--- config.mk ---
export PLATFORM = sky130hd
export DESIGN_NAME = sparse_job_master_flat
export DESIGN_NICKNAME = d
export VERILOG_FILES = /design/src/rtl/sparse_job_master_if.sv /design/src/rtl/sparse_job_master.sv /design/src/flat_wrapper.sv
export SDC_FILE = /design/constraint.sdc
export NUM_CORES = 1
export LEC_CHECK = 0
export ABC_AREA = 1
export CAP_MARGIN = 0
export CORE_ASPECT_RATIO = 1.1
export CORE_UTILIZATION = 44
export CTS_CLUSTER_SIZE = 8
export DETAILED_ROUTE_END_ITERATION = 8
export PLACE_DENSITY = 0.78
export SETUP_SLACK_MARGIN = 0.3
export SYNTH_ARGS = -nofsm -noshare
export SYNTH_HDL_FRONTEND = slang
export SYNTH_SLANG_ARGS = --single-unit
export TNS_END_PERCENT = 1
--- constraint.sdc ---
create_clock -name aclk -period 1.9 [get_ports aclk]
set_input_delay 0.38 -clock aclk [delete_from_list [all_inputs] [get_ports aclk]]
set_output_delay 0.38 -clock aclk [all_outputs]
set_load 0.02 [all_outputs]
--- src/rtl/sparse_job_master_if.sv ---
// -----------------------------------------------------------------------------
// sparse_job_master_if
// AXI-Lite bundle between the sparse job master and the sparse core register
// map. It carries no clock or reset; those stay plain ports on the modules.
//   master modport : drives aw*/w*/ar* valids and payloads, bready, rready
//   slave modport  : drives aw/w/ar readies, b* and r* response channels
// -----------------------------------------------------------------------------
interface sparse_job_master_if #(
    parameter int AXI_DATA_WIDTH = 32,
    parameter int AXI_ADDR_WIDTH = 6
);
    logic [AXI_ADDR_WIDTH-1:0] awaddr;
    logic                      awvalid;
    logic                      awready;
    logic [AXI_DATA_WIDTH-1:0] wdata;
    logic [3:0]                wstrb;
    logic                      wvalid;
    logic                      wready;
    logic [1:0]                bresp;
    logic                      bvalid;
    logic                      bready;
    logic [AXI_ADDR_WIDTH-1:0] araddr;
    logic                      arvalid;
    logic                      arready;
    logic [AXI_DATA_WIDTH-1:0] rdata;
    logic [1:0]                rresp;
    logic                      rvalid;
    logic                      rready;

    modport master (
        output awaddr, awvalid, wdata, wstrb, wvalid, bready, araddr, arvalid, rready,
        input  awready, wready, bresp, bvalid, arready, rdata, rresp, rvalid
    );

    modport slave (
        input  awaddr, awvalid, wdata, wstrb, wvalid, bready, araddr, arvalid, rready,
        output awready, wready, bresp, bvalid, arready, rdata, rresp, rvalid
    );
endinterface

--- src/rtl/sparse_job_master.sv ---
// -----------------------------------------------------------------------------
// sparse_job_master
// Runs one job on the downstream sparse core: writes the four vector lanes to
// 0x04..0x10, writes 1 to the start register at 0x00, idles WAIT_CYCLES+1
// cycles, then reads the four result rows from 0x14..0x20. Exactly one AXI
// transaction is ever outstanding. Response errors are accumulated into
// res_err but never abort the sequence.
// Ports:
//   aclk, aresetn         clock, synchronous active-low reset
//   job_valid/job_ready   job handshake, job_vec = 4 packed lanes (lane 0 LSB)
//   res_valid/res_ready   result handshake, res_vec = 4 packed rows, res_err
//   busy                  high whenever the sequencer is not idle
//   m_axi                 AXI-Lite master (sparse_job_master_if.master)
// All outputs come straight from registers.
// -----------------------------------------------------------------------------
module sparse_job_master #(
    parameter int AXI_DATA_WIDTH = 32,
    parameter int AXI_ADDR_WIDTH = 6,
    parameter int WAIT_CYCLES    = 8
) (
    input  logic                        aclk,
    input  logic                        aresetn,
    input  logic                        job_valid,
    output logic                        job_ready,
    input  logic [4*AXI_DATA_WIDTH-1:0] job_vec,
    output logic                        res_valid,
    input  logic                        res_ready,
    output logic [4*AXI_DATA_WIDTH-1:0] res_vec,
    output logic                        res_err,
    output logic                        busy,
    sparse_job_master_if.master         m_axi
);
    localparam int DW = AXI_DATA_WIDTH;
    localparam int AW = AXI_ADDR_WIDTH;
    localparam int VW = 4 * AXI_DATA_WIDTH;

    typedef enum logic [2:0] {
        S_IDLE, S_WR, S_WR_RESP, S_WAIT, S_RD, S_RD_RESP, S_OUT
    } state_t;

    // Write index 0..3 targets the lane registers, index 4 the start register.
    function automatic logic [AW-1:0] wr_addr_f(input logic [2:0] k);
        logic [7:0] a;
        a = (k == 3'd4) ? 8'h00 : (8'h04 + {3'b000, k, 2'b00});
        return AW'(a);
    endfunction

    // Result rows live at 0x14 + 4*k.
    function automatic logic [AW-1:0] rd_addr_f(input logic [2:0] k);
        logic [7:0] a;
        a = 8'h14 + {3'b000, k, 2'b00};
        return AW'(a);
    endfunction

    state_t          state_q, state_d;
    logic [2:0]      k_q, k_d;
    logic [7:0]      cnt_q, cnt_d;
    logic [VW-1:0]   vec_q, vec_d;
    logic [VW-1:0]   res_vec_q, res_vec_d;
    logic            res_err_q, res_err_d;
    logic            res_valid_q, res_valid_d;
    logic            job_ready_q, job_ready_d;
    logic            busy_q, busy_d;
    logic            awvalid_q, awvalid_d;
    logic            wvalid_q, wvalid_d;
    logic            aw_done_q, aw_done_d;
    logic            w_done_q, w_done_d;
    logic            wr_started_q, wr_started_d;
    logic            bready_q, bready_d;
    logic            arvalid_q, arvalid_d;
    logic            rready_q, rready_d;
    logic [AW-1:0]   awaddr_q, awaddr_d;
    logic [DW-1:0]   wdata_q, wdata_d;
    logic [AW-1:0]   araddr_q, araddr_d;

    logic aw_hs_s, w_hs_s, aw_ok_s, w_ok_s;

    // Next-state and next-output logic for the job sequencer.
    always_comb begin
        state_d      = state_q;
        k_d          = k_q;
        cnt_d        = cnt_q;
        vec_d        = vec_q;
        res_vec_d    = res_vec_q;
        res_err_d    = res_err_q;
        res_valid_d  = res_valid_q;
        awvalid_d    = awvalid_q;
        wvalid_d     = wvalid_q;
        aw_done_d    = aw_done_q;
        w_done_d     = w_done_q;
        wr_started_d = wr_started_q;
        bready_d     = bready_q;
        arvalid_d    = arvalid_q;
        rready_d     = rready_q;
        awaddr_d     = awaddr_q;
        wdata_d      = wdata_q;
        araddr_d     = araddr_q;

        aw_hs_s = awvalid_q & m_axi.awready;
        w_hs_s  = wvalid_q & m_axi.wready;
        // A channel counts as done if it handshook earlier or does so now.
        aw_ok_s = aw_done_q | aw_hs_s;
        w_ok_s  = w_done_q | w_hs_s;

        case (state_q)
            S_IDLE: begin
                if (job_valid && job_ready_q) begin
                    vec_d        = job_vec;
                    res_err_d    = 1'b0;
                    k_d          = 3'd0;
                    wr_started_d = 1'b0;
                    state_d      = S_WR;
                end else begin
                    state_d = S_IDLE;
                end
            end
            S_WR: begin
                if (!wr_started_q) begin
                    // First WR cycle only launches both channels.
                    wr_started_d = 1'b1;
                    awvalid_d    = 1'b1;
                    wvalid_d     = 1'b1;
                    aw_done_d    = 1'b0;
                    w_done_d     = 1'b0;
                    awaddr_d     = wr_addr_f(k_q);
                    if (k_q == 3'd4) begin
                        wdata_d = {{(DW-1){1'b0}}, 1'b1};
                    end else begin
                        wdata_d = vec_q[k_q[1:0]*DW +: DW];
                    end
                end else begin
                    if (aw_hs_s) begin
                        awvalid_d = 1'b0;
                        aw_done_d = 1'b1;
                    end else begin
                        awvalid_d = awvalid_q;
                    end
                    if (w_hs_s) begin
                        wvalid_d = 1'b0;
                        w_done_d = 1'b1;
                    end else begin
                        wvalid_d = wvalid_q;
                    end
                    if (aw_ok_s && w_ok_s) begin
                        bready_d = 1'b1;
                        state_d  = S_WR_RESP;
                    end else begin
                        state_d = S_WR;
                    end
                end
            end
            S_WR_RESP: begin
                if (m_axi.bvalid && bready_q) begin
                    bready_d  = 1'b0;
                    res_err_d = res_err_q | (m_axi.bresp != 2'b00);
                    if (k_q == 3'd4) begin
                        cnt_d   = 8'(WAIT_CYCLES);
                        k_d     = 3'd0;
                        state_d = S_WAIT;
                    end else begin
                        k_d          = k_q + 3'd1;
                        wr_started_d = 1'b0;
                        state_d      = S_WR;
                    end
                end else begin
                    state_d = S_WR_RESP;
                end
            end
            S_WAIT: begin
                // Counter runs WAIT_CYCLES down to zero inclusive.
                if (cnt_q == 8'd0) begin
                    k_d       = 3'd0;
                    arvalid_d = 1'b1;
                    araddr_d  = rd_addr_f(3'd0);
                    state_d   = S_RD;
                end else begin
                    cnt_d = cnt_q - 8'd1;
                end
            end
            S_RD: begin
                if (arvalid_q && m_axi.arready) begin
                    arvalid_d = 1'b0;
                    rready_d  = 1'b1;
                    state_d   = S_RD_RESP;
                end else begin
                    state_d = S_RD;
                end
            end
            S_RD_RESP: begin
                if (m_axi.rvalid && rready_q) begin
                    rready_d                      = 1'b0;
                    res_vec_d[k_q[1:0]*DW +: DW]  = m_axi.rdata;
                    res_err_d                     = res_err_q | (m_axi.rresp != 2'b00);
                    if (k_q == 3'd3) begin
                        res_valid_d = 1'b1;
                        state_d     = S_OUT;
                    end else begin
                        k_d       = k_q + 3'd1;
                        arvalid_d = 1'b1;
                        araddr_d  = rd_addr_f(k_q + 3'd1);
                        state_d   = S_RD;
                    end
                end else begin
                    state_d = S_RD_RESP;
                end
            end
            S_OUT: begin
                if (res_valid_q && res_ready) begin
                    res_valid_d = 1'b0;
                    state_d     = S_IDLE;
                end else begin
                    state_d = S_OUT;
                end
            end
            default: begin
                state_d = S_IDLE;
            end
        endcase

        job_ready_d = (state_d == S_IDLE);
        busy_d      = (state_d != S_IDLE);
    end

    // State and output registers with synchronous active-low reset.
    always_ff @(posedge aclk) begin
        if (!aresetn) begin
            state_q      <= S_IDLE;
            k_q          <= 3'd0;
            cnt_q        <= 8'd0;
            vec_q        <= {VW{1'b0}};
            res_vec_q    <= {VW{1'b0}};
            res_err_q    <= 1'b0;
            res_valid_q  <= 1'b0;
            job_ready_q  <= 1'b1;
            busy_q       <= 1'b0;
            awvalid_q    <= 1'b0;
            wvalid_q     <= 1'b0;
            aw_done_q    <= 1'b0;
            w_done_q     <= 1'b0;
            wr_started_q <= 1'b0;
            bready_q     <= 1'b0;
            arvalid_q    <= 1'b0;
            rready_q     <= 1'b0;
            awaddr_q     <= {AW{1'b0}};
            wdata_q      <= {DW{1'b0}};
            araddr_q     <= {AW{1'b0}};
        end else begin
            state_q      <= state_d;
            k_q          <= k_d;
            cnt_q        <= cnt_d;
            vec_q        <= vec_d;
            res_vec_q    <= res_vec_d;
            res_err_q    <= res_err_d;
            res_valid_q  <= res_valid_d;
            job_ready_q  <= job_ready_d;
            busy_q       <= busy_d;
            awvalid_q    <= awvalid_d;
            wvalid_q     <= wvalid_d;
            aw_done_q    <= aw_done_d;
            w_done_q     <= w_done_d;
            wr_started_q <= wr_started_d;
            bready_q     <= bready_d;
            arvalid_q    <= arvalid_d;
            rready_q     <= rready_d;
            awaddr_q     <= awaddr_d;
            wdata_q      <= wdata_d;
            araddr_q     <= araddr_d;
        end
    end

    assign job_ready     = job_ready_q;
    assign busy          = busy_q;
    assign res_valid     = res_valid_q;
    assign res_vec       = res_vec_q;
    assign res_err       = res_err_q;
    assign m_axi.awaddr  = awaddr_q;
    assign m_axi.awvalid = awvalid_q;
    assign m_axi.wdata   = wdata_q;
    assign m_axi.wstrb   = 4'hF;
    assign m_axi.wvalid  = wvalid_q;
    assign m_axi.bready  = bready_q;
    assign m_axi.araddr  = araddr_q;
    assign m_axi.arvalid = arvalid_q;
    assign m_axi.rready  = rready_q;
endmodule

--- src/flat_wrapper.sv ---
// flat-port wrapper written by rule: the top's interface ports become plain ports
module sparse_job_master_flat 
#(
    parameter int AXI_DATA_WIDTH = 32,
    parameter int AXI_ADDR_WIDTH = 6,
    parameter int WAIT_CYCLES    = 8
)
  (aclk, aresetn, job_valid, job_ready, job_vec, res_valid, res_ready, res_vec, res_err, busy, m_axi_awaddr, m_axi_awvalid, m_axi_wdata, m_axi_wstrb, m_axi_wvalid, m_axi_bready, m_axi_araddr, m_axi_arvalid, m_axi_rready, m_axi_awready, m_axi_wready, m_axi_bresp, m_axi_bvalid, m_axi_arready, m_axi_rdata, m_axi_rresp, m_axi_rvalid);
  sparse_job_master_if #(.AXI_DATA_WIDTH(AXI_DATA_WIDTH), .AXI_ADDR_WIDTH(AXI_ADDR_WIDTH)) m_axi_i ();
  input  logic aclk;
  input  logic aresetn;
  input  logic job_valid;
  output logic job_ready;
  input  logic [4*AXI_DATA_WIDTH-1:0] job_vec;
  output logic res_valid;
  input  logic res_ready;
  output logic [4*AXI_DATA_WIDTH-1:0] res_vec;
  output logic res_err;
  output logic busy;
  output wire logic [$bits(m_axi_i.awaddr)-1:0] m_axi_awaddr;
  output wire logic [$bits(m_axi_i.awvalid)-1:0] m_axi_awvalid;
  output wire logic [$bits(m_axi_i.wdata)-1:0] m_axi_wdata;
  output wire logic [$bits(m_axi_i.wstrb)-1:0] m_axi_wstrb;
  output wire logic [$bits(m_axi_i.wvalid)-1:0] m_axi_wvalid;
  output wire logic [$bits(m_axi_i.bready)-1:0] m_axi_bready;
  output wire logic [$bits(m_axi_i.araddr)-1:0] m_axi_araddr;
  output wire logic [$bits(m_axi_i.arvalid)-1:0] m_axi_arvalid;
  output wire logic [$bits(m_axi_i.rready)-1:0] m_axi_rready;
  input wire logic [$bits(m_axi_i.awready)-1:0] m_axi_awready;
  input wire logic [$bits(m_axi_i.wready)-1:0] m_axi_wready;
  input wire logic [$bits(m_axi_i.bresp)-1:0] m_axi_bresp;
  input wire logic [$bits(m_axi_i.bvalid)-1:0] m_axi_bvalid;
  input wire logic [$bits(m_axi_i.arready)-1:0] m_axi_arready;
  input wire logic [$bits(m_axi_i.rdata)-1:0] m_axi_rdata;
  input wire logic [$bits(m_axi_i.rresp)-1:0] m_axi_rresp;
  input wire logic [$bits(m_axi_i.rvalid)-1:0] m_axi_rvalid;
  assign m_axi_awaddr = m_axi_i.awaddr;
  assign m_axi_awvalid = m_axi_i.awvalid;
  assign m_axi_wdata = m_axi_i.wdata;
  assign m_axi_wstrb = m_axi_i.wstrb;
  assign m_axi_wvalid = m_axi_i.wvalid;
  assign m_axi_bready = m_axi_i.bready;
  assign m_axi_araddr = m_axi_i.araddr;
  assign m_axi_arvalid = m_axi_i.arvalid;
  assign m_axi_rready = m_axi_i.rready;
  assign m_axi_i.awready = m_axi_awready;
  assign m_axi_i.wready = m_axi_wready;
  assign m_axi_i.bresp = m_axi_bresp;
  assign m_axi_i.bvalid = m_axi_bvalid;
  assign m_axi_i.arready = m_axi_arready;
  assign m_axi_i.rdata = m_axi_rdata;
  assign m_axi_i.rresp = m_axi_rresp;
  assign m_axi_i.rvalid = m_axi_rvalid;
  sparse_job_master #(.AXI_DATA_WIDTH(AXI_DATA_WIDTH), .AXI_ADDR_WIDTH(AXI_ADDR_WIDTH), .WAIT_CYCLES(WAIT_CYCLES)) u_core (.aclk(aclk), .aresetn(aresetn), .job_valid(job_valid), .job_ready(job_ready), .job_vec(job_vec), .res_valid(res_valid), .res_ready(res_ready), .res_vec(res_vec), .res_err(res_err), .busy(busy), .m_axi(m_axi_i));
endmodule
# Word-level counts from Yosys, hierarchy flattened
# Cells that the tools add are included.
# op_classes
addsub	5
eq_ne	23
shift	3
muxes	60
bitwise	7
n_reduce_logical	35
# op_table
cell	n
128-bit bitwise mux	1
32-bit by 34-bit variable shift with 128-bit output (first input constant)	1
128-bit by 8-bit variable part select with 32-bit output	1
32-bit by 34-bit variable part select with 128-bit output	1
7-bit negator with 34-bit output	1
32-bit 2-to-1 mux	1
1-bit 2-to-1 mux	27
3-bit 2-to-1 mux	9
6-bit 2-to-1 mux	4
8-bit 2-to-1 mux	3
4-bit AND reduction	6
3-bit case mux with 7 select lines	1
2-bit by 1-bit != test with 1-bit output (second input constant)	10
8-bit case mux with 2 select lines	1
2-bit nonzero test	7
3-bit equality test (second input constant)	4
3-bit case mux with 4 select lines	1
6-bit case mux with 2 select lines	1
3-bit nonzero test	4
2-bit 2-to-1 mux	5
2-bit != test (second input constant)	5
2-bit AND reduction	5
3-bit by 2-bit equality test with 1-bit output (second input constant)	3
1-bit case mux with 3 select lines	3
other kinds (16)	28
# word_totals
reg_bits	326
in_bits	173
output_inout_bits	185

# Logic depth before layout (Yosys ltp)
# depth
depth_word	7
ltp_mapped	13

# Least setup slack after synthesis
# OpenSTA, ideal clock, no wires.
# synth_timing
path_kind	register to register
start	register u_core.k_q[0]
end	register u_core.cnt_q[0]
setup_time_ns	0.116
arrival_time_ns	1.962
t_required_ns	1.784
setup_slack_ns	-0.178
path_stages_with_launch	11
path_buffers	3
period_less_slack_ns	2.078
cell_sequence	dfxtp_1 > buf_2 > inv_2 > clkbuf_1 > ha_1 > clkbuf_1 > nand2_1 > a31oi_1 > nand3_1 > o21ai_0 > inv_1
# synth_between
elab_chain_len	3
# synth_rtl
element	line	text
start, declared	sparse_job_master.sv:56	logic [2:0] k_q, k_d;
start signal, assigned	sparse_job_master.sv:249	k_q <= k_d;
3-bit equality test	sparse_job_master.sv:156	if (k_q == 3'd4) begin
2-bit by 1-bit != test with 1-bit output (no line)	--	
4-bit AND reduction (no line)	--	
end signal, assigned	sparse_job_master.sv:250	cnt_q <= cnt_d;
end, declared	sparse_job_master.sv:57	logic [7:0] cnt_q, cnt_d;
# Every way passes these cells.
# A chain may end at the register's enable or synchronous reset.

# Worst setup path after layout
# layout_timing
start	register u_core.k_q[0]
end	register u_core.res_vec_q[121] (netlist: u_core.res_vec[121])
# layout_between
elab_chain_len	3
elab_cells_between_ends	4
# layout_rtl
element	line	text
7-bit negator with 34-bit output *	sparse_job_master.sv:192	res_vec_d[k_q[1:0]*DW +: DW] = m_axi.rdata;
32-bit by 34-bit variable part select with 128-bit output or 32-bit by 34-bit variable shift with 128-bit output (tied branches)	sparse_job_master.sv:192	
128-bit bitwise mux *	sparse_job_master.sv:192	
end signal, assigned	sparse_job_master.sv:231	res_vec_q <= {VW{1'b0}};
end signal, assigned	sparse_job_master.sv:252	res_vec_q <= res_vec_d;
end, declared	sparse_job_master.sv:59	logic [VW-1:0] res_vec_q, res_vec_d;
# Mark *: on every way between the ends. The rest lies on a longest branch, timed or not.

==> flow_metrics.py <==
metrics = {
    "cts": {
        "cts_hold_buf": 0,
        "clk_pin_slew_ns": 0.05,
        "cts_tree": "yes",
        "cts_buffer_depth": 3,
        "insertion_delay_ns": 0.53,
        "numCtsBuffers": 46,
        "cts_root_buf": "clkbuf_16",
        "cts_max_level": 2,
        "cts.sinks": 322,
    },
    "setup_path": {
        "required_ns": 2.36,
        "path_common_cell": "buf_12",
        "cp-start-kind": "register",
        "cp-endpoint": "u_core.res_vec[121]",
        "reg2reg_slack_ns": 0.12,
        "r2r-start": "u_core.k_q[0]",
        "critPathLaunch": "u_core.k_q[0]",
        "end_kind": "register",
        "path_depth": 9,
        "crit_chain": "clkinv_8 > ha_4 > buf_6 > nor2_4 > buf_12 > buf_12 > clkbuf_16 > nand3_2 > a21oi_2",
        "critPathTopFamily": "buffers and inverters",
        "critPathBufInv": 5,
        "r2r-end": "u_core.res_vec[121]",
        "crit_type": "reg -> reg",
        "arrival_ns": 2.24,
        "ff2ff_path_depth": 9,
        "worstPathMaxFanout": 16,
        "crit_path_top_delay_cell": "dfxtp_4",
        "critPathMaxStageDelay_ns": 0.41,
    },
    "synthesis": {
        "synth_cells": 1794,
        "yosys-top-cells-count": "nand2_1 (571), dfxtp_1 (322), a21oi_1 (310)",
        "synth_top_cell_area_share_pct": 48.6,
        "synth.distinct_cells": 33,
        "synth-async-reset-ratio_pct": 0,
        "synth_area_mm2": 0.0133,
        "syn_area_per_cell_um2": 7.39,
        "ys_top_cells_by_area": "dfxtp_1 (49%), nand2_1 (16%), a21oi_1 (12%)",
        "yosysWarnings": 0,
        "yosysMostFrequentCell": "nand2_1",
        "synth_edf_count": 0,
        "ys_ff_latch": 322,
        "yosys_most_used_dff": "dfxtp_1",
        "yosys.area.top_type": "dfxtp_1",
        "ys_seq_area_share_pct": 48.6,
    },
    "drt": {
        "drc": 0,
        "firstDrtPassIters": 6,
        "drt-total-wl_mm": 45.0,
        "avgRoutedWirePerCell_um": 17.9,
        "first_iter_violations": 1220,
        "ant_nets": 0,
        "vias": 13800,
        "avgViaCountPerCell": 5.47,
    },
    "die": {
        "die_h_um": 184,
        "die_area_mm2": 0.0308,
        "start_util_pct": 44.8,
        "rows": 66,
        "num_io_pins": 358,
        "coreArea_mm2": 0.0296,
        "die_w_um": 167,
    },
    "global_routing": {
        "use_met2_pct": 46.2,
        "grt_start_max_net_pins": 96,
        "track_usage_pct": 27.0,
        "antenna_found_initial": 2,
        "grtUsageMet1_pct": 31.0,
        "grt_pass1_wl_mm": 66.9,
        "overflow": 0,
        "grtUsageMet3_pct": 7.88,
        "grt_pass1_vias": 12900,
        "busiest_layer": "met2",
    },
    "place": {
        "portBuffers": 349,
        "place_congestion": 0.882,
        "hpwl_mm": 28.9,
    },
    "finish": {
        "drive_above_1_share_pct": 14.5,
        "fill_cells": 2428,
        "area_growth_pct": 44.0,
        "layout.nets": 2319,
        "fin_util_pct": 64.6,
    },
    "timing": {
        "hold_viol": 0,
        "grt_setup_unrepaired": "true",
        "finalSetupViolations": 0,
        "fin_crit_sh_pct": 93.8,
        "skew_ns": 0.0180,
        "period_minus_slack_ns": 1.78,
        "finalMaxSlewViolations": 0,
        "timing.fmax_ghz": 0.561,
    },
    "hold_path": {
        "hp-start": "job_vec[10]",
        "hold_class": "in -> reg",
    },
    "run_status": {
        "outcome": "finished, final reports clean",
    },
    "run": {
        "cap_violations": 0,
    },
    "power_and_ir_drop": {
        "finalPower_mw": 17.1,
        "p_leak_nw": 8.38,
        "ir_worst_vdd_v": 0.000618,
        "p_per_area_mw_per_mm2": 898,
    },
}
-- registers in the layout (all words and copies together) (netlist names), 3 cells and up --
| register | flops |
|---|---|
| u_core.m_axi.wdata | 32 |
| u_core.m_axi.araddr | 4 |
| u_core.cnt_q | 8 |
| u_core.vec_q | 128 |
| u_core.m_axi.awaddr | 4 |
| u_core.res_vec | 128 |
| u_core.k_q | 3 |
| u_core.state_q | 3 |
-- cell families after synthesis --
group	after synthesis	share of synthesized area, %
AO/OA/AOI/OAI	392	16.1
flip-flops	322	48.6
adder cells (fa/ha/maj)	7	0.661
other	2	0.0567
XOR/XNOR	3	0.198
AND/OR/NAND/NOR	852	27.3
buffers and inverters	216	7.10
-- how the worst min path moves through the flow --
| stage | depth (start not counted) | end | slack, ns |
|---|---|---|---|
| floorplan | 2 | u_core.vec_q[0] | 0.43 |
| global placement | 2 | u_core.vec_q[0] | 0.44 |
| detailed placement | 2 | u_core.vec_q[0] | 0.45 |
| CTS | 3 | u_core.vec_q[84] | 0.38 |
| global route | 3 | u_core.vec_q[108] | 0.39 |
| finish | 3 | u_core.vec_q[10] | 0.41 |
-- power breakdown --
part           total, mW  switching (mW)  internal, mW
Sequential          7.21           0.168          7.04
Clock               7.11            2.84          4.26
Combinational       2.82            1.58          1.25
-- metal layers --
| metal | vias up | routed length [um] |
|---|---|---|
| met5 | - | 13 |
| met1 | 6406 | 16800 |
| li1 | 6541 | - |
| met2 | 685 | 21600 |
| met4 | 2 | 2090 |
| met3 | 123 | 4440 |
-- cell usage in the layout, fill, tap and decap left out, drive strengths merged --
| cell type | instances |
|---|---|
| dlymetal6s2s | 52 |
| or2 | 2 |
| nand2 | 575 |
| o211ai | 2 |
| clkbuf | 121 |
| xor2 | 1 |
| diode | 1 |
| nand3 | 120 |
| clkinv | 4 |
| a32o | 31 |
| a211oi | 1 |
| a21oi | 310 |
| ha | 7 |
| dlygate4sd2 | 29 |
| nand4 | 4 |
| nor2 | 117 |
| clkdlybuf4s15 | 27 |
| dfxtp | 322 |
| a31oi | 2 |
| inv | 79 |
| o21bai | 1 |
| clkdlybuf4s50 | 172 |
| xnor2 | 2 |
| o21ai | 45 |
| buf | 73 |
| nor3 | 34 |
| conb | 8 |
-- layout make-up --
class	count	area (um^2)	area share, %
flip-flops and latches	322	6460	33.9
multi-input cells	1262	6200	32.5
repair buffers	427	4420	23.2
clock buffers	47	1150	6.05
well taps	374	468	2.45
inverters	80	327	1.71
clock inverters	3	45.0	0.236
diodes	1	2.50	0.0131
-- through the flow --
step	setup WS (ns)	setup TNS [ns]	hold WS (ns)	std cells	instance area, um^2
floorplan	0.286	0	0.430	1800	13400
global placement	-0.00942	-0.153	0.440	2438	17400
detailed placement	-0.0710	-1.41	0.445	2438	17400
CTS	0.0271	0	0.382	2488	18400
global route	0.106	0	0.395	2515	19100
finish	0.118	0	0.407	2516	19100
-- worst min-delay path, cell delays in order --
cell             delay [ns]
clkdlybuf4s50_1        0.39
nand2_1                0.06
a21oi_1                0.05
-- what timing repair did --
| action | CTS | global route |
|---|---|---|
| buffers inserted | 0 | 21 |
| gates cloned | 0 | 6 |
| pin swaps | 0 | 40 |
| setup endpoints to repair | 284 | 464 |
| hold endpoints to repair | 0 | 0 |
| gates resized for setup | 130 | 301 |
Power figures use the tool's default switching activity.
==> RTL change 1 (config.mk and constraints unchanged) <==
`AXI_ADDR_WIDTH` is set to 6 in 3 places; all go to 8.
--- a/src/rtl/sparse_job_master_if.sv
+++ b/src/rtl/sparse_job_master_if.sv
@@ -7,7 +7,7 @@
 // -----------------------------------------------------------------------------
 interface sparse_job_master_if #(
     parameter int AXI_DATA_WIDTH = 32,
-    parameter int AXI_ADDR_WIDTH = 6
+    parameter int AXI_ADDR_WIDTH = 8
 );
     logic [AXI_ADDR_WIDTH-1:0] awaddr;
     logic                      awvalid;
--- a/src/rtl/sparse_job_master.sv
+++ b/src/rtl/sparse_job_master.sv
@@ -15,7 +15,7 @@
 // -----------------------------------------------------------------------------
 module sparse_job_master #(
     parameter int AXI_DATA_WIDTH = 32,
-    parameter int AXI_ADDR_WIDTH = 6,
+    parameter int AXI_ADDR_WIDTH = 8,
     parameter int WAIT_CYCLES    = 8
 ) (
     input  logic                        aclk,
--- a/src/flat_wrapper.sv
+++ b/src/flat_wrapper.sv
@@ -2,7 +2,7 @@
 module sparse_job_master_flat 
 #(
     parameter int AXI_DATA_WIDTH = 32,
-    parameter int AXI_ADDR_WIDTH = 6,
+    parameter int AXI_ADDR_WIDTH = 8,
     parameter int WAIT_CYCLES    = 8
 )
   (aclk, aresetn, job_valid, job_ready, job_vec, res_valid, res_ready, res_vec, res_err, busy, m_axi_awaddr, m_axi_awvalid, m_axi_wdata, m_axi_wstrb, m_axi_wvalid, m_axi_bready, m_axi_araddr, m_axi_arvalid, m_axi_rready, m_axi_awready, m_axi_wready, m_axi_bresp, m_axi_bvalid, m_axi_arready, m_axi_rdata, m_axi_rresp, m_axi_rvalid);
Ports: changed (resized m_axi_araddr and m_axi_awaddr); port bits go from 358 to 362. No check against the original RTL was run, so the function may have changed too.
==> RTL change 1 against the unedited design <==
- die area increased by 0.78%
- largest cell class unchanged
- design area rose by 0.14%
- sequential power up 2%
- power increased by 3.9%
- first-iteration DRC count rose by 12%
- synthesized area increased by 0.79%
- sequential cell count is the same
- sequential share of layout area hardly changed
- routed wire length shrank 3.3%
- setup slack better by 110 ps
- via count grew 0.90%
- core utilization is 0.27 points lower
==> RTL change 1: results (changes against the unedited design) <==
Outcome = complete, no violations
Worst-path fanout max = 68 (+52)
Tot GR Track Use = 26.7% (-0.26 points)
Routing usage on met2 = 46.4% (+0.20 points)
HPWL after DPL = 28900 um (about the same)
Top cells by count, synth = nand2_1 (444), dfxtp_1 (322), a21oi_1 (305)
Final Cycle Share = 87.8% (-6.0 points)
Leakage = 8.99 nW (+7.3%)
Multi-input gate share of total cell area = 33.1% (+0.59 points)
Vias in the first global route = 13100 (+1.7%)
Syn Area/Cell = 7.34 sq um (-0.59%)
Non-clk bufs = 402 (-5.9%)
Post-CTS resize count = 73 (-44%)
Top_reg_cell synth = dfxtp_1
Synth top area cells = dfxtp_1 (48%), nand2_1 (12%), a21oi_1 (11%), nand3_1 (9.3%), nor2_1 (3.1%)
Placed Cells = 2450 (+0.49%)
Peak supply drop = 602 uV (-2.6%)
Layout non-clock buf frac = 22.5% (-0.70 points)
Synth cell types = 28 (-15%)
Storage cell area = 0.00647 sq mm (about the same)
Hold path start = job_vec[17]
Hold endpoint = u_core.vec_q[17]
DP Area = 0.0174 sq mm (+0.18%)
Multi-input gates = 1268 (+0.48%)
WHS = 429 ps (+21.8 ps)
First-pass GRT wire length = 67000 um (+0.13%)
Final Net Count = 2306 (-0.56%)
CTS Root Cell = clkbuf_16
Area Overhead vs Synth = 43.1%
Largest net degree at the start of global routing = 69 (-28%)
R2R Path End = u_core.res_vec[48]
Fill count = 2497 (+2.8%)
Crit path to = u_core.res_vec[48]
WL final = 43500 um (-3.3%)
Clock Skews = 16.1 ps (-1.91 ps)
Setup slack, reg-to-reg = 230 ps (+110 ps)
Vias = 13900 (+0.90%)
Drt initial violations = 1368 (+12%)
CLK BUF = 48 (+2.1%)
Global Route met1 Usage = 31.5% (+0.55 points)
GR Layer Usage met3 = 7.00% (-0.88 points)
Logic inverters = 86 (+7.5%)
Clock buf/inv share = 6.36% (+0.069 points)
Final Wtd Congestion = 0.892 (+1.1%)
Final non-filler cell total = 2502 (-0.56%)
Antenna diode count = 0 (-1)
Crit path arrival time = 2110 ps (-130 ps)
Initial antenna violation count = 1 (-1)
Worst r2r path cells = 7 (-2)
Pre-CTS WS = -9.83 ps (+61.2 ps)
[RTL change 1: logic make-up after synthesis]
logic type	share of synthesized area, %
buf+inv	7.75
simple gates	27.2
other cells	0.0562
compound gates	15.9
xor+xnor	0.131
fa+ha+maj	0.656
flops	48.3
[RTL change 1: power by group through the flow]
stage	combinational [mW]	clock (mW)	sequential [mW]
3_3_place_gp	3.22	0	7.44
4_1_cts	3.23	7.24	7.32
3_5_place_dp	3.24	0	7.45
5_1_grt	3.63	7.54	7.36
2_1_floorplan	1.86	0	7.51
6_report	3.36	7.14	7.33
[RTL change 1: layer usage]
metal	wire [um]	share of wire [%]
met1	17100	39
met4	1330	3.1
met5	11	0.025
met2	20800	48
met3	4240	9.8
[RTL change 1: worst max-delay path: stages (launching register included)]
cell,delay (ps)
dfxtp_4,410
buf_16,290
ha_4,190
nand2_4,60
inv_4,80
buf_16,220
nand3_2,110
a21oi_2,190
==> RTL change 2 (same flow settings) <==
Made on the original files. Reset style: asynchronous (`aresetn`), changed in one clocked block. Comments in the files are not updated.
--- a/src/rtl/sparse_job_master.sv
+++ b/src/rtl/sparse_job_master.sv
@@ -222,7 +222,7 @@
     end
 
     // State and output registers with synchronous active-low reset.
-    always_ff @(posedge aclk) begin
+    always_ff @(posedge aclk or negedge aresetn) begin
         if (!aresetn) begin
             state_q      <= S_IDLE;
             k_q          <= 3'd0;
Behaviour: differs if aresetn is asserted again (counterexample within 4 cycles, from zero or initial values and one cycle with aresetn low); with aresetn held inactive, the same outputs for 4 cycles.
==> RTL change 2 against the unedited design <==
- sequential cell count is the same
- routed wire length grew 0.65%
- core utilization shrank 3.0 points
- synthesized area grew 8.9%
- setup slack gained 120 ps
- critical path depth shrank 8
- design area grew 4.2%
- via count grew 0.15%
- first-iteration DRC count shrank 2.0%
- non-clock buffer count shrank 15
- sequential share of layout area grew 6.7 points
- highest routed layer is now met4
Power is not compared: it rests on default switching activity, and its combinational part moved more than twofold at a synthesized area within 25%.
==> RTL change 2: results (changes against the unedited design) <==
Post-Synthesis Cells = 1784 (-0.56%)
Clock slew at reported path FFs = 50 ps (about the same)
Switching Fraction = 36.1%
Yosys warnings = 0 (unchanged)
Final Net Count = 2312 (-0.30%)
Sequential Power Share = 38.4%
Setup slack, reg-to-reg = 280 ps (+160 ps)
Register area share after synthesis = 55.9% (+7.2 points)
Layout cell share with drive strength beyond 1 = 8.02% (-6.5 points)
Synth top area cells = dfrtp_1 (56%), nand2_1 (20%), nand3_1 (6.4%), o21ai_0 (3.5%), nor2_1 (2.2%)
Antenna diode count = 0 (-1)
Clock Skews = 23.5 ps (+5.55 ps)
Top cells by count, synth = nand2_1 (771), dfrtp_1 (321), nand3_1 (185)
Final Wtd Congestion = 0.889 (+0.74%)
Vias in the first global route = 13400 (+4.0%)
First-pass GRT wire length = 71100 um (+6.3%)
Drt initial violations = 1196 (-2.0%)
Initial antenna violation count = 0 (-2)
CTS Root Cell = clkbuf_16
Post-CTS resize count = 210 (+62%)
Final non-filler cell total = 2571 (+2.2%)
Drt first pass iters = 6 (unchanged)
Hold Path Class = in2async
Largest net degree at the start of global routing = 72 (-25%)
Tot GR Track Use = 26.8% (-0.13 points)
Fill count = 2754 (+13%)
Max_slew headroom = 64.7%
Crit path to = res_vec[38]
Clk Latency, worst-skew pair = 550 ps (+20 ps)
P_seq = 10.0 mW
Post CTS Setup Buffer Count = 0 (unchanged)
Crit. Startpoint = u_core.res_vec[38]
Leakage = 10.7 nW
Avg WL per Cell = 17.6 um (-1.5%)
Port bufs = 349 (unchanged)
Post-synth ARST share = 100% (+100 points)
Worst-path fanout max = 2 (-14)
Top_reg_cell synth = dfrtp_1
DP Area = 0.0186 sq mm (+7.0%)
Reg2reg start = u_core.state_q[0]
Vias = 13800 (+0.15%)
Inserted Clock Buffers = 46 (unchanged)
Final worst slack = 236 ps (+119 ps)
Placed Cells = 2501 (+2.6%)
Family with the most delay on the worst path = buffers and inverters
WHS = 383 ps (-23.8 ps)
Pre-CTS WS = -60.2 ps (+10.8 ps)
Worst r2r path cells = 8 (-1)
CP max stage cell = dlygate4sd2_1
HPWL after DPL = 30800 um (+6.8%)
Outcome = complete, no violations
Synth cell types = 32 (-3.0%)
Clock Path Buffers = 3 (unchanged)
Crit path largest cell delay = 390 ps (-20 ps)
Clock Power Share = 29.0%
Crit path arrival time = 1280 ps (-960 ps)
CTS Hold Buffers Added = 1 (+1)
H-tree depth = 2 (unchanged)
R2R Path End = u_core.m_axi.wdata[0]
Peak supply drop = 793 uV
RTL change 2: logic make-up after synthesis:
family | count (synthesis) | synth area share (%)
other cells | 2 | 0.0521
simple gates | 1059 | 29.8
compound gates | 197 | 7.45
flops | 322 | 55.9
xor+xnor | 3 | 0.182
fa+ha+maj | 7 | 0.607
buf+inv | 194 | 6.01
RTL change 2: routing by layer:
layer | vias to the layer above | wire, um | GRT usage [%]
met2 | 701 | 22000 | 44.7
met1 | 6602 | 18300 | 34.9
met5 | - | 0 | 0
li1 | 6369 | - | -
met4 | 0 | 1410 | 10.5
met3 | 106 | 3550 | 4.69
RTL change 2: layout make-up:
cell class | count | area, sq um | share of cell area [%]
clock buffers | 60 | 1280 | 6.42
repair buffers | 412 | 4050 | 20.3
multi-input cells | 1274 | 5640 | 28.3
flip-flops and latches | 322 | 8070 | 40.6
clock inverters | 1 | 30.0 | 0.151
well taps | 426 | 533 | 2.68
inverters | 76 | 295 | 1.49
